--- src/rtl/pipe_stage_reg.sv ---
// Generic pipeline stage register with valid/ready handshake, flush and bubble clearing.
// Optional two-entry skid buffer when PIPE_SKID_EN is defined; in_ready is then registered.
//
// Parameters:
//   WIDTH      payload width in bits
//   RESET_VAL  payload value after reset, and after flush/bubble when CLEAR_DATA=1
//   CLEAR_DATA 1 = payload forced to RESET_VAL when its entry goes invalid, 0 = hold
// Ports:
//   CLK, RST            rising-edge clock, synchronous active-high reset
//   FLUSH               drop all held entries and the beat presented this cycle
//   in_valid/in_data    upstream beat, in_ready back to upstream
//   out_valid/out_data  downstream beat (registered), out_ready from downstream
//   occupancy           number of valid entries held
// Configuration macro: PIPE_SKID_EN (adds the skid entry behind the main entry).

module pipe_stage_reg #(
  parameter int unsigned      WIDTH      = 64,
  parameter logic [WIDTH-1:0] RESET_VAL  = '0,
  parameter bit               CLEAR_DATA = 1'b1
) (
  input  logic             CLK,
  input  logic             RST,
  input  logic             FLUSH,
  input  logic             in_valid,
  input  logic [WIDTH-1:0] in_data,
  output logic             in_ready,
  output logic             out_valid,
  output logic [WIDTH-1:0] out_data,
  input  logic             out_ready,
  output logic [1:0]       occupancy
);

  logic             main_v;
  logic             main_v_n;
  logic [WIDTH-1:0] main_d;
  logic [WIDTH-1:0] main_d_n;
  logic             take_in;

  // Payload an entry takes on when it goes empty.
  function automatic logic [WIDTH-1:0] empty_val(
    input logic [WIDTH-1:0] held
  );
    return CLEAR_DATA ? RESET_VAL : held;
  endfunction

  assign out_valid = main_v;
  assign out_data  = main_d;
  assign take_in   = in_valid && in_ready;

`ifdef PIPE_SKID_EN

  logic             skid_v;
  logic             skid_v_n;
  logic [WIDTH-1:0] skid_d;
  logic [WIDTH-1:0] skid_d_n;
  logic             main_free;

  // Registered: depends only on skid state, never on out_ready.
  assign in_ready  = !skid_v;
  // Main can be refilled when empty or draining this edge.
  assign main_free = !main_v || out_ready;
  assign occupancy = {1'b0, main_v} + {1'b0, skid_v};

  always_comb begin
    main_v_n = main_v;
    main_d_n = main_d;
    skid_v_n = skid_v;
    skid_d_n = skid_d;
    if (main_free) begin
      if (skid_v) begin
        // Oldest beat moves up; keeps FIFO order.
        main_v_n = 1'b1;
        main_d_n = skid_d;
        if (take_in) begin
          skid_v_n = 1'b1;
          skid_d_n = in_data;
        end else begin
          skid_v_n = 1'b0;
          skid_d_n = empty_val(skid_d);
        end
      end else if (take_in) begin
        main_v_n = 1'b1;
        main_d_n = in_data;
      end else begin
        main_v_n = 1'b0;
        main_d_n = empty_val(main_d);
      end
    end else if (take_in) begin
      // Main stalled: park the beat behind it.
      skid_v_n = 1'b1;
      skid_d_n = in_data;
    end
  end

  always_ff @(posedge CLK) begin
    if (RST) begin
      main_v <= 1'b0;
      main_d <= RESET_VAL;
      skid_v <= 1'b0;
      skid_d <= RESET_VAL;
    end else if (FLUSH) begin
      main_v <= 1'b0;
      main_d <= empty_val(main_d);
      skid_v <= 1'b0;
      skid_d <= empty_val(skid_d);
    end else begin
      main_v <= main_v_n;
      main_d <= main_d_n;
      skid_v <= skid_v_n;
      skid_d <= skid_d_n;
    end
  end

`else

  // Combinational path from out_ready: a full stage refills as it drains.
  assign in_ready  = out_ready || !main_v;
  assign occupancy = {1'b0, main_v};

  always_comb begin
    main_v_n = main_v;
    main_d_n = main_d;
    if (in_ready) begin
      main_v_n = in_valid;
      if (in_valid) begin
        main_d_n = in_data;
      end else begin
        main_d_n = empty_val(main_d);
      end
    end
  end

  always_ff @(posedge CLK) begin
    if (RST) begin
      main_v <= 1'b0;
      main_d <= RESET_VAL;
    end else if (FLUSH) begin
      main_v <= 1'b0;
      main_d <= empty_val(main_d);
    end else begin
      main_v <= main_v_n;
      main_d <= main_d_n;
    end
  end

`endif

endmodule

--- config.mk ---
export PLATFORM = sky130hd
export DESIGN_NAME = pipe_stage_reg
export DESIGN_NICKNAME = d
export VERILOG_FILES = /design/src/rtl/pipe_stage_reg.sv
export SDC_FILE = /design/constraint.sdc
export NUM_CORES = 1
export LEC_CHECK = 0
export ABC_CLOCK_PERIOD_IN_PS = 1500
export CAP_MARGIN = 20
export CORE_ASPECT_RATIO = 1.1
export CORE_MARGIN = 2
export CORE_UTILIZATION = 39
export DETAILED_ROUTE_END_ITERATION = 7
export HOLD_SLACK_MARGIN = 0.05
export PLACE_DENSITY = 0.8
export SKIP_CTS_REPAIR_TIMING = 1
export SLEW_MARGIN = 10
export SYNTH_ARGS = -nofsm -noshare
export SYNTH_HDL_FRONTEND = slang
export SYNTH_SLANG_ARGS = --single-unit
--- constraint.sdc ---
create_clock -name CLK -period 1.5 [get_ports CLK]
set_clock_uncertainty 0.05 [all_clocks]
set_input_delay 0.45 -clock CLK [delete_from_list [all_inputs] [get_ports CLK]]
set_output_delay 0.45 -clock CLK [all_outputs]
set_load 0.02 [all_outputs]
# == Word-level counts from Yosys, hierarchy flattened ==
# Index checks and enable logic that the tools add are counted.
# totals
reg_bits,65
latchBits,0
mem_bits_rw,0
rom_bits,0
out_inout_bits,68
n_memories,0
# classes
add_sub_neg,0
multipliers,0
div_mod_pow,0
n_lt_le_gt_ge,0
eq_ne,0
shifts,0
mux,1
bitwise,0
n_reduce_logical,3
# ops
operator,count
$mux W64,1
$reduce_or A2 Y1,1
$logic_not A1 Y1,1
$logic_or A1 B1 Y1,1

# == Depth between registers and ports, before layout ==
# Gate-level depths: netlist (run 1).
# depth
depth_word,2
ltp_mapped,6
depth_no_buf,4

# == Worst setup path after synthesis (run 1) ==
# No wires, ideal clock.
# synth_path
kind,reg2out
startpoint,register main_v (netlist: out_valid)
endpoint,output in_ready
arrival_time_ps,1056
path_slack_ps,-56
path_stages_with_launch,5
path_buffers,2
cell_sequence,dfxtp_1 > nor2b_4 > inv_2 > buf_4 > buf_2
# synth_between
elab_chain_len,2
# synth_rtl
item,line_no,source
"start, declared",33,logic main_v;
"start signal, assigned",141,main_v <= main_v_n;
$logic_not A1 Y1,117,assign in_ready = out_ready || !main_v;
$logic_or A1 B1 Y1,117,
"end, declared",26,"output logic in_ready,"
# No other way between the ends.

# == Worst setup path in the final report (run 1) ==
# Ends and elaborated chain as after synthesis.

==> results.py, run 1 <==
metrics = {
    "drt": {
        "drt_pass1_iterations": 4,
        "drt-total-wl_mm": 6.99,
        "initialDrtViolationCount": 95,
        "drt-vias-per-instance": 4.74,
        "routed_wire_length_per_instance_um": 13.9,
        "route.detailed.drc": 0,
        "ant_nets": 0,
        "routed-via-count": 2391,
    },
    "synthesis": {
        "yosysTopAreaCell": "dfxtp_1",
        "syn_area_per_cell_um2": 8.92,
        "synth_cell_type_count": 13,
        "sequential_to_total_area_share_from_yosys_stat_pct": 51.0,
        "post_synth_top_area_share_pct": 51.0,
        "synth_top_cells_by_count": "nand2_1 (116), dfxtp_1 (65), a21oi_2 (49)",
        "async_flop_share_pct": 0,
        "yosysMostFrequentCell": "nand2_1",
        "synth_flop_cell": "dfxtp_1",
        "number_of_synthesized_flops_with_an_enable_pin": 0,
        "postSynthRegisterBits": 65,
        "yosys-top-cells-area": "dfxtp_1 (51%), nand2_1 (17%), a21oi_2 (17%)",
        "mappedNetlistNets": 355,
        "netlist_instances": 286,
        "yosysWarnings": 0,
        "synth.cell_area_mm2": 0.00255,
    },
    "clock_network": {
        "clock-root-buffer": "clkbuf_8",
        "path_clk_slew_ns": 0.06,
        "cts_made_buffers": 9,
        "cts-root-to-sink-buffers": 2,
        "clkSinkCount": 65,
        "htreeDepth": 3,
        "clock_insertion_delay_worst_skew_ns": 0.33,
        "cts_tree": "done",
    },
    "min_path": {
        "hold_path_depth": 2,
        "min_path_type": "reg2reg",
    },
    "floorplanning": {
        "floorplan.io_pins": 137,
        "dieHeight_um": 88.8,
        "die_area_mm2": 0.00721,
        "rows": 30,
        "coreArea_mm2": 0.00623,
        "die_width_um": 81.1,
        "start_util_pct": 40.9,
    },
    "worst_setup_path": {
        "crit_path_start_kind": "register",
        "path_max_fanout": 2,
        "critPathArrivalTime_ns": 1.07,
        "crit_type": "reg2out",
        "r2r_cells": 5,
        "critical_path_required_ns": 1.00,
        "endpoint_kind": "output pin",
    },
    "placement": {
        "portBuffers": 135,
        "postPlaceCellArea_mm2": 0.00389,
        "place.detailed.hpwl_mm": 4.42,
        "gpl.final_weighted_congestion": 0.740,
    },
    "power_and_ir_drop": {
        "combinationalPowerShare_pct": 13.9,
        "intPower_mw": 3.11,
        "switching_share_pct": 22.5,
        "finalPower_mw": 4.02,
        "seq_power_share_pct": 44.8,
        "vdd.ir_drop.worst_mv": 0.707,
        "power.static_leakage_nw": 2.70,
        "switching_power_mw": 0.906,
        "clockPowerShare_pct": 41.3,
        "power_density_mw_per_mm2": 924,
    },
    "cells_and_area": {
        "layout.nets": 488,
        "n_fill_cell": 501,
        "antenna_cells": 0,
        "finalInstanceArea_mm2": 0.00435,
        "layout-drive-gt1-share_pct": 19.3,
        "flow.area_growth_from_synthesis_pct": 70.4,
    },
    "global_route": {
        "grt.total_usage_pct": 18.0,
        "grt_overflow": 0,
        "maximum_number_of_pins_on_one_net_before_global_route_repair": 65,
        "antenna_violations_before_repair": 0,
        "first_global_vias": 2229,
        "wire_length_of_the_first_global_routing_pass_mm": 10.1,
    },
    "timing": {
        "fmax_ghz": 0.638,
        "final.setup.worst_slack_ns": -0.0670,
        "slew_violations": 0,
        "hold_violations": 0,
        "timing.final.setup_violations": 1,
        "period_needed_ns": 1.57,
        "grt_setup_unrepaired": "true",
        "layout_worst_path_cycle_share_pct": 104,
    },
    "run_status": {
        "violations_in_the_final_reports": "negative setup slack",
        "result_of_the_run": "finished with violations",
    },
    "run": {
        "timing.max_cap.violations": 0,
    },
}
==> path summary, 6_finish.rpt <==
check / slack, ns / start / to
min: 0.40 / out_data[27] / out_data[27]
min reg2reg: 0.40 / out_data[27] / out_data[27]
max reg2reg: 0.11 / out_valid / out_data[0]
max: -0.07 / out_valid / in_ready
==> state kept, by name, indices dropped and copies added, names as in the netlist <==
register	count
out_data	64
out_valid	1
==> kinds of logic (layout without fill, tap and decap cells) <==
logic type             after synthesis  in the layout  synth area share, %
and+or+nand+nor                    130            130                 20.3
buffers and inverters               25            163                 8.04
AOI/OAI and AO/OA                   65             65                 20.5
DFF                                 65             65                 51.0
other                                1              1                0.147
==> power by group through the flow <==
stage	logic, mW	registers [mW]	clock network, mW
after floorplan	0.184	1.90	0
after global placement	0.543	1.84	0
after detailed placement	0.549	1.84	0
after CTS	0.551	1.80	1.69
after global routing	0.596	1.81	1.77
final	0.557	1.80	1.66
==> critical path: stages, from the launching register on <==
cell      delay [ns]
dfxtp_2         0.33
nor2b_4         0.18
inv_2           0.07
clkbuf_2        0.16
==> cell usage in the layout (no fill, tap or decap), types with 4 or more instances in the layout <==
cell             count
buf_12               4
a21oi_1             14
nand2_1            116
clkbuf_8            11
clkdlybuf4s50_1     67
dlymetal6s2s_1      65
dfxtp_1             64
nand3_1             12
a21oi_2             50
==> per-layer routing <==
layer | up-vias | GRT usage, % | routed length [um]
li1 | 1186 | - | -
met1 | 1103 | 21.2 | 2920
met2 | 90 | 30.1 | 3450
met3 | 12 | 5.71 | 500
met4 | 0 | 8.01 | 124
met5 | - | 0 | 0
==> metrics by stage <==
| stage | setup slack (ns) | TNS, ns | utilization (%) | hold slack, ns | instances |
|---|---|---|---|---|---|
| final | -0.0670 | -0.0670 | 69.8 | 0.400 | 504 |
| after global routing | -0.121 | -0.121 | 69.8 | 0.417 | 504 |
| after CTS | -0.674 | -34.86 | 66.0 | 0.402 | 502 |
| after detailed placement | -0.667 | -38.35 | 62.4 | 0.392 | 486 |
| after global placement | -0.648 | -37.09 | 62.4 | 0.389 | 486 |
| after floorplan | 0.0276 | 0 | - | 0.474 | 286 |
==> cell type report <==
class / instances / area (um2) / area share, %
sequential: 65 / 1300 / 30.0
inverter: 2 / 7.51 / 0.173
tap: 80 / 100 / 2.30
clock buffer: 14 / 163 / 3.74
clock inverter: 2 / 60.1 / 1.38
multi-input combinational: 196 / 1050 / 24.1
timing repair buffer: 145 / 1670 / 38.3
Note: power is estimated with default switching activity, not from simulation.
==> inputs of run 2 (changes only) <==
- ABC_AREA: unset -> 1
- CORE_ASPECT_RATIO: 1.1 -> unset
- CORE_UTILIZATION: 39 -> 41
- PLACE_DENSITY: 0.8 -> 0.81
==> results.py, run 2 <==
metrics = {
    "global_route": {
        "wire_length_of_the_first_global_routing_pass_mm": 11.3,
        "grt_overflow": 0,
        "antenna_violations_before_repair": 0,
        "grt.total_usage_pct": 18.6,
        "first_global_vias": 2642,
        "maximum_number_of_pins_on_one_net_before_global_route_repair": 69,
    },
    "power_and_ir_drop": {
        "power.static_leakage_nw": 3.49,
        "power_density_mw_per_mm2": 811,
        "vdd.ir_drop.worst_mv": 0.619,
    },
    "drt": {
        "routed_wire_length_per_instance_um": 12.1,
        "initialDrtViolationCount": 105,
        "route.detailed.drc": 0,
        "drt_pass1_iterations": 4,
        "drt-total-wl_mm": 8.07,
        "drt-vias-per-instance": 4.60,
        "ant_nets": 0,
        "routed-via-count": 3053,
    },
    "timing": {
        "slew_violations": 0,
        "hold-worst-slack_ns": 0.426,
        "period_needed_ns": 1.47,
        "grt_setup_unrepaired": "true",
        "totalNegativeSetupSlack_ns": 0,
        "fmax_ghz": 0.679,
        "hold_violations": 0,
        "layout_worst_path_cycle_share_pct": 98.3,
        "timing.final.setup_violations": 0,
    },
    "worst_setup_path": {
        "timing.critical_path.to": "occupancy[0]",
        "cpPeakStageDelay_ns": 0.40,
        "critical_path_required_ns": 1.00,
        "endpoint_kind": "output pin",
        "crit_path_start_kind": "register",
        "critical_path_cell_count": 1,
        "worst_setup_path_startpoint": "out_valid",
        "reg2reg_slack_ns": 0.19,
        "crit-reg2reg-launch": "out_valid",
        "cpMaxStageDelayCell": "dfxtp_2",
        "path_max_fanout": 6,
        "r2r_cells": 6,
        "crit_type": "reg2out",
        "reg2reg_to": "out_data[62]",
        "cp_cell_sequence": "dlymetal6s2s_1",
        "critPathArrivalTime_ns": 0.97,
        "timing.critical_path.buf_inv": 1,
        "path_delay_family": "flip-flops",
    },
    "clock_network": {
        "cts-root-to-sink-buffers": 2,
        "clkSinkCount": 65,
        "cts_tree": "done",
        "clock_insertion_delay_worst_skew_ns": 0.32,
        "htreeDepth": 3,
        "path_clk_slew_ns": 0.06,
        "cts_made_buffers": 9,
        "clock-root-buffer": "clkbuf_8",
    },
    "cells_and_area": {
        "finalInstanceArea_mm2": 0.00474,
        "largest_reg_flops": 64,
        "most-common-layout-cells": "nand2_1 (180), nor2_1 (127), dlymetal6s2s_1 (67), clkdlybuf4s50_1 (66), dfxtp_1 (64)",
        "layout-drive-gt1-share_pct": 6.85,
        "antenna_cells": 0,
        "n_fill_cell": 534,
        "most_common_library_cell_in_the_layout_ignoring_fill_and_taps": "nand2_1",
        "flow.area_growth_from_synthesis_pct": 67.2,
        "layout.nets": 651,
    },
    "synthesis": {
        "postSynthRegisterBits": 65,
        "yosysWarnings": 0,
        "yosys.area_share.adder_pct": 0,
        "synth.cell_area_mm2": 0.00284,
        "mappedNetlistNets": 515,
        "synth_top_cells_by_count": "nand2_1 (180), nor2_1 (129), dfxtp_1 (65)",
        "post_synth_top_area_share_pct": 45.9,
        "complex_gate_fraction_of_the_synthesized_area_pct": 0.265,
        "netlist_instances": 446,
        "yosysTopAreaCell": "dfxtp_1",
        "number_of_synthesized_flops_with_an_enable_pin": 0,
        "synth_cell_type_count": 13,
        "fraction_of_the_mapped_netlist_area_in_simple_logic_gates_pct": 43.5,
        "synth_flop_cell": "dfxtp_1",
        "syn_area_per_cell_um2": 6.36,
        "yosysMostFrequentCell": "nand2_1",
        "synth_top_family_by_area": "simple AND/OR/NAND/NOR gates",
        "synthMuxAreaShare_pct": 0,
        "synth-xor-area-share_pct": 0,
        "yosys-top-cells-area": "dfxtp_1 (46%), nand2_1 (24%), nor2_1 (17%)",
        "async_flop_share_pct": 0,
        "sequential_to_total_area_share_from_yosys_stat_pct": 45.9,
    },
    "floorplanning": {
        "die_area_mm2": 0.00760,
        "die_width_um": 87.2,
        "floorplan.io_pins": 137,
        "dieHeight_um": 87.2,
        "start_util_pct": 42.0,
        "coreArea_mm2": 0.00676,
        "rows": 30,
    },
    "placement": {
        "portBuffers": 135,
        "gpl.final_weighted_congestion": 0.740,
        "postPlaceCellArea_mm2": 0.00426,
        "place.detailed.hpwl_mm": 5.01,
    },
    "run": {
        "timing.max_cap.violations": 0,
    },
    "min_path": {
        "min_path_type": "reg2reg",
    },
    "run_status": {
        "result_of_the_run": "complete, no violations",
    },
}
-- run 2: worst register-to-register path, cell delays in order, from the launching register on --
cell and delay, ns:
dfxtp_2 0.40, nand2_4 0.07, buf_4 0.14, buf_12 0.14, clkbuf_16 0.21, nor2_1 0.12
nor2_1 0.06
-- run 2: kinds of logic after synthesis --
group | after synthesis
flops | 65
compound gates | 1
simple gates | 323
other cells | 1
buf+inv | 56
-- run 2: final cells by class --
cell class              count  area [um2]  share of cell area [%]
repair buffers            155        1810                    38.2
flip-flops and latches     65        1300                    27.5
multi-input cells         325        1260                    26.6
clock buffers              13         169                    3.56
well taps                  80         100                    2.11
inverters                  26        97.6                    2.06
-- run 2: worst min path at each step --
stage	start	to	slack [ns]	depth (start not counted)
2_1_floorplan	out_data[49]	out_data[49]	0.51	2
3_3_place_gp	out_data[35]	out_data[35]	0.41	2
3_5_place_dp	out_data[35]	out_data[35]	0.42	2
4_1_cts	out_data[52]	out_data[52]	0.43	2
5_1_grt	out_data[48]	out_data[48]	0.45	2
6_report	out_data[9]	out_data[9]	0.43	2
-- run 2: power by group --
group / internal, mW / switching [mW] / total, mW
clock network: 0.710 / 0.611 / 1.32
logic: 0.373 / 0.332 / 0.705
registers: 1.79 / 0.0298 / 1.82
-- run 2: through the flow --
| stage | instances | util [%] | worst slack [ns] | total power, mW |
|---|---|---|---|---|
| after floorplan | 446 | - | 0.0677 | 2.18 |
| after global placement | 644 | 63.1 | -0.673 | 2.53 |
| after detailed placement | 644 | 63.1 | -0.677 | 2.54 |
| after CTS | 657 | 65.6 | -0.680 | 3.85 |
| after global routing | 664 | 70.1 | -0.0118 | 4.02 |
| final | 664 | 70.1 | 0.0262 | 3.84 |
-- run 2: metal layers --
layer	track usage (%)	vias to the layer above	wire length, um
met4	6.15	0	111
li1	-	1577	-
met3	5.69	12	535
met5	0	-	0
met2	33.4	96	4050
met1	20.7	1368	3370
==> inputs of run 3 (changes only) <==
- GPL_ROUTABILITY_DRIVEN: unset -> 0
- MAX_ROUTING_LAYER: unset -> met4
==> results.py, run 3 (same netlist as run 2, synthesis figures left out) <==
metrics = {
    "timing": {
        "grt_setup_unrepaired": "true",
        "totalNegativeSetupSlack_ns": 0,
        "slew_violations": 0,
        "final.setup.worst_slack_ns": 0.0242,
        "fmax_ghz": 0.678,
        "timing.final.setup_violations": 0,
        "hold_violations": 0,
        "period_needed_ns": 1.48,
        "layout_worst_path_cycle_share_pct": 98.4,
        "hold-worst-slack_ns": 0.425,
    },
    "clock_network": {
        "cts_tree": "done",
        "clkSinkCount": 65,
        "clock_insertion_delay_worst_skew_ns": 0.32,
        "htreeDepth": 3,
        "cts-root-to-sink-buffers": 2,
        "cts_made_buffers": 9,
        "path_clk_slew_ns": 0.07,
        "clock-root-buffer": "clkbuf_8",
    },
    "cells_and_area": {
        "most-common-layout-cells": "nand2_1 (180), nor2_1 (127), dlymetal6s2s_1 (67), clkdlybuf4s50_1 (66), dfxtp_1 (64)",
        "most_common_library_cell_in_the_layout_ignoring_fill_and_taps": "nand2_1",
        "largest_reg_flops": 64,
        "layout-drive-gt1-share_pct": 6.85,
        "antenna_cells": 0,
        "layout.nets": 651,
        "n_fill_cell": 532,
        "flow.area_growth_from_synthesis_pct": 67.2,
    },
    "global_route": {
        "grt.total_usage_pct": 19.1,
        "first_global_vias": 2640,
        "wire_length_of_the_first_global_routing_pass_mm": 11.3,
        "antenna_violations_before_repair": 0,
        "grt_overflow": 0,
        "maximum_number_of_pins_on_one_net_before_global_route_repair": 69,
    },
    "floorplanning": {
        "rows": 30,
        "die_area_mm2": 0.00760,
        "floorplan.io_pins": 137,
        "dieHeight_um": 87.2,
        "die_width_um": 87.2,
        "start_util_pct": 42.0,
        "coreArea_mm2": 0.00676,
    },
    "drt": {
        "routed_wire_length_per_instance_um": 12.0,
        "route.detailed.drc": 0,
        "ant_nets": 0,
        "drt-total-wl_mm": 7.95,
        "drt-vias-per-instance": 4.59,
        "routed-via-count": 3050,
        "drt_pass1_iterations": 5,
        "initialDrtViolationCount": 107,
    },
    "worst_setup_path": {
        "cpMaxStageDelayCell": "dfxtp_2",
        "cpPeakStageDelay_ns": 0.40,
        "crit_path_start_kind": "register",
        "critical_path_required_ns": 1.00,
        "endpoint_kind": "output pin",
        "path_max_fanout": 6,
        "critPathArrivalTime_ns": 0.98,
        "crit_type": "reg2out",
        "path_delay_family": "flip-flops",
        "timing.critical_path.buf_inv": 1,
        "cp_cell_sequence": "dlymetal6s2s_1",
    },
    "run": {
        "timing.max_cap.violations": 0,
    },
    "power_and_ir_drop": {
        "power_density_mw_per_mm2": 811,
        "power.static_leakage_nw": 3.49,
        "vdd.ir_drop.worst_mv": 0.621,
    },
    "placement": {
        "pre_cts_slack_ns": -0.677,
        "place.detailed.hpwl_mm": 5.01,
        "portBuffers": 135,
    },
    "min_path": {
        "min_path_type": "reg2reg",
    },
    "run_status": {
        "result_of_the_run": "complete, no violations",
    },
}
-- run 3: cell counts in the layout (fill, tap and decap cells not counted) --
Identical to the previous run, type by type.
-- run 3: worst paths after layout --
path,from,slack (ns),cells after the start,endpoint
worst max-delay path,out_valid,0.02,1,occupancy[0]
worst min-delay path,out_data[26],0.42,2,out_data[26]
worst max register to register,out_valid,0.19,6,out_data[62]
worst min register to register,out_data[26],0.42,2,out_data[26]
-- run 3: final cells by class --
type                    count  area, um2  share of cell area (%)
well taps                  80        100                    2.11
repair buffers            155       1810                    38.2
flip-flops and latches     65       1300                    27.5
clock buffers              13        169                    3.56
inverters                  26       97.6                    2.06
multi-input cells         325       1260                    26.6
-- run 3: worst min-delay path, delay by kind of cell, from the launching register on --
kind / cells / cell delay [ns]
flip-flops: 1 / 0.32
AND/OR/NAND/NOR: 2 / 0.12
-- run 3: report_power, final --
group          switching, mW  internal, mW  total (mW)  leakage, nW
Clock                  0.614         0.710        1.32       0.0875
Combinational          0.330         0.373       0.703         2.87
Sequential            0.0300          1.79        1.82        0.530
Total                  0.975          2.87        3.84         3.49
-- run 3: metal layers --
layer  up-vias  wire, um  track usage (%)
li1       1577         -                -
met1      1362      3350             21.4
met2        99      4030             33.4
met3        12       459             4.64
met4         0       110             6.15
met5         -         0                -
-- run 3: per-stage QoR --
step / cells / utilization (%) / cell area [um2] / power [mW]
after floorplan: 446 / - / 2840 / 2.18
after CTS: 657 / 65.6 / 4430 / 3.85
after detailed placement: 644 / 63.1 / 4260 / 2.54
after global routing: 664 / 70.1 / 4740 / 4.02
final: 664 / 70.1 / 4740 / 3.84
after global placement: 644 / 63.1 / 4260 / 2.53
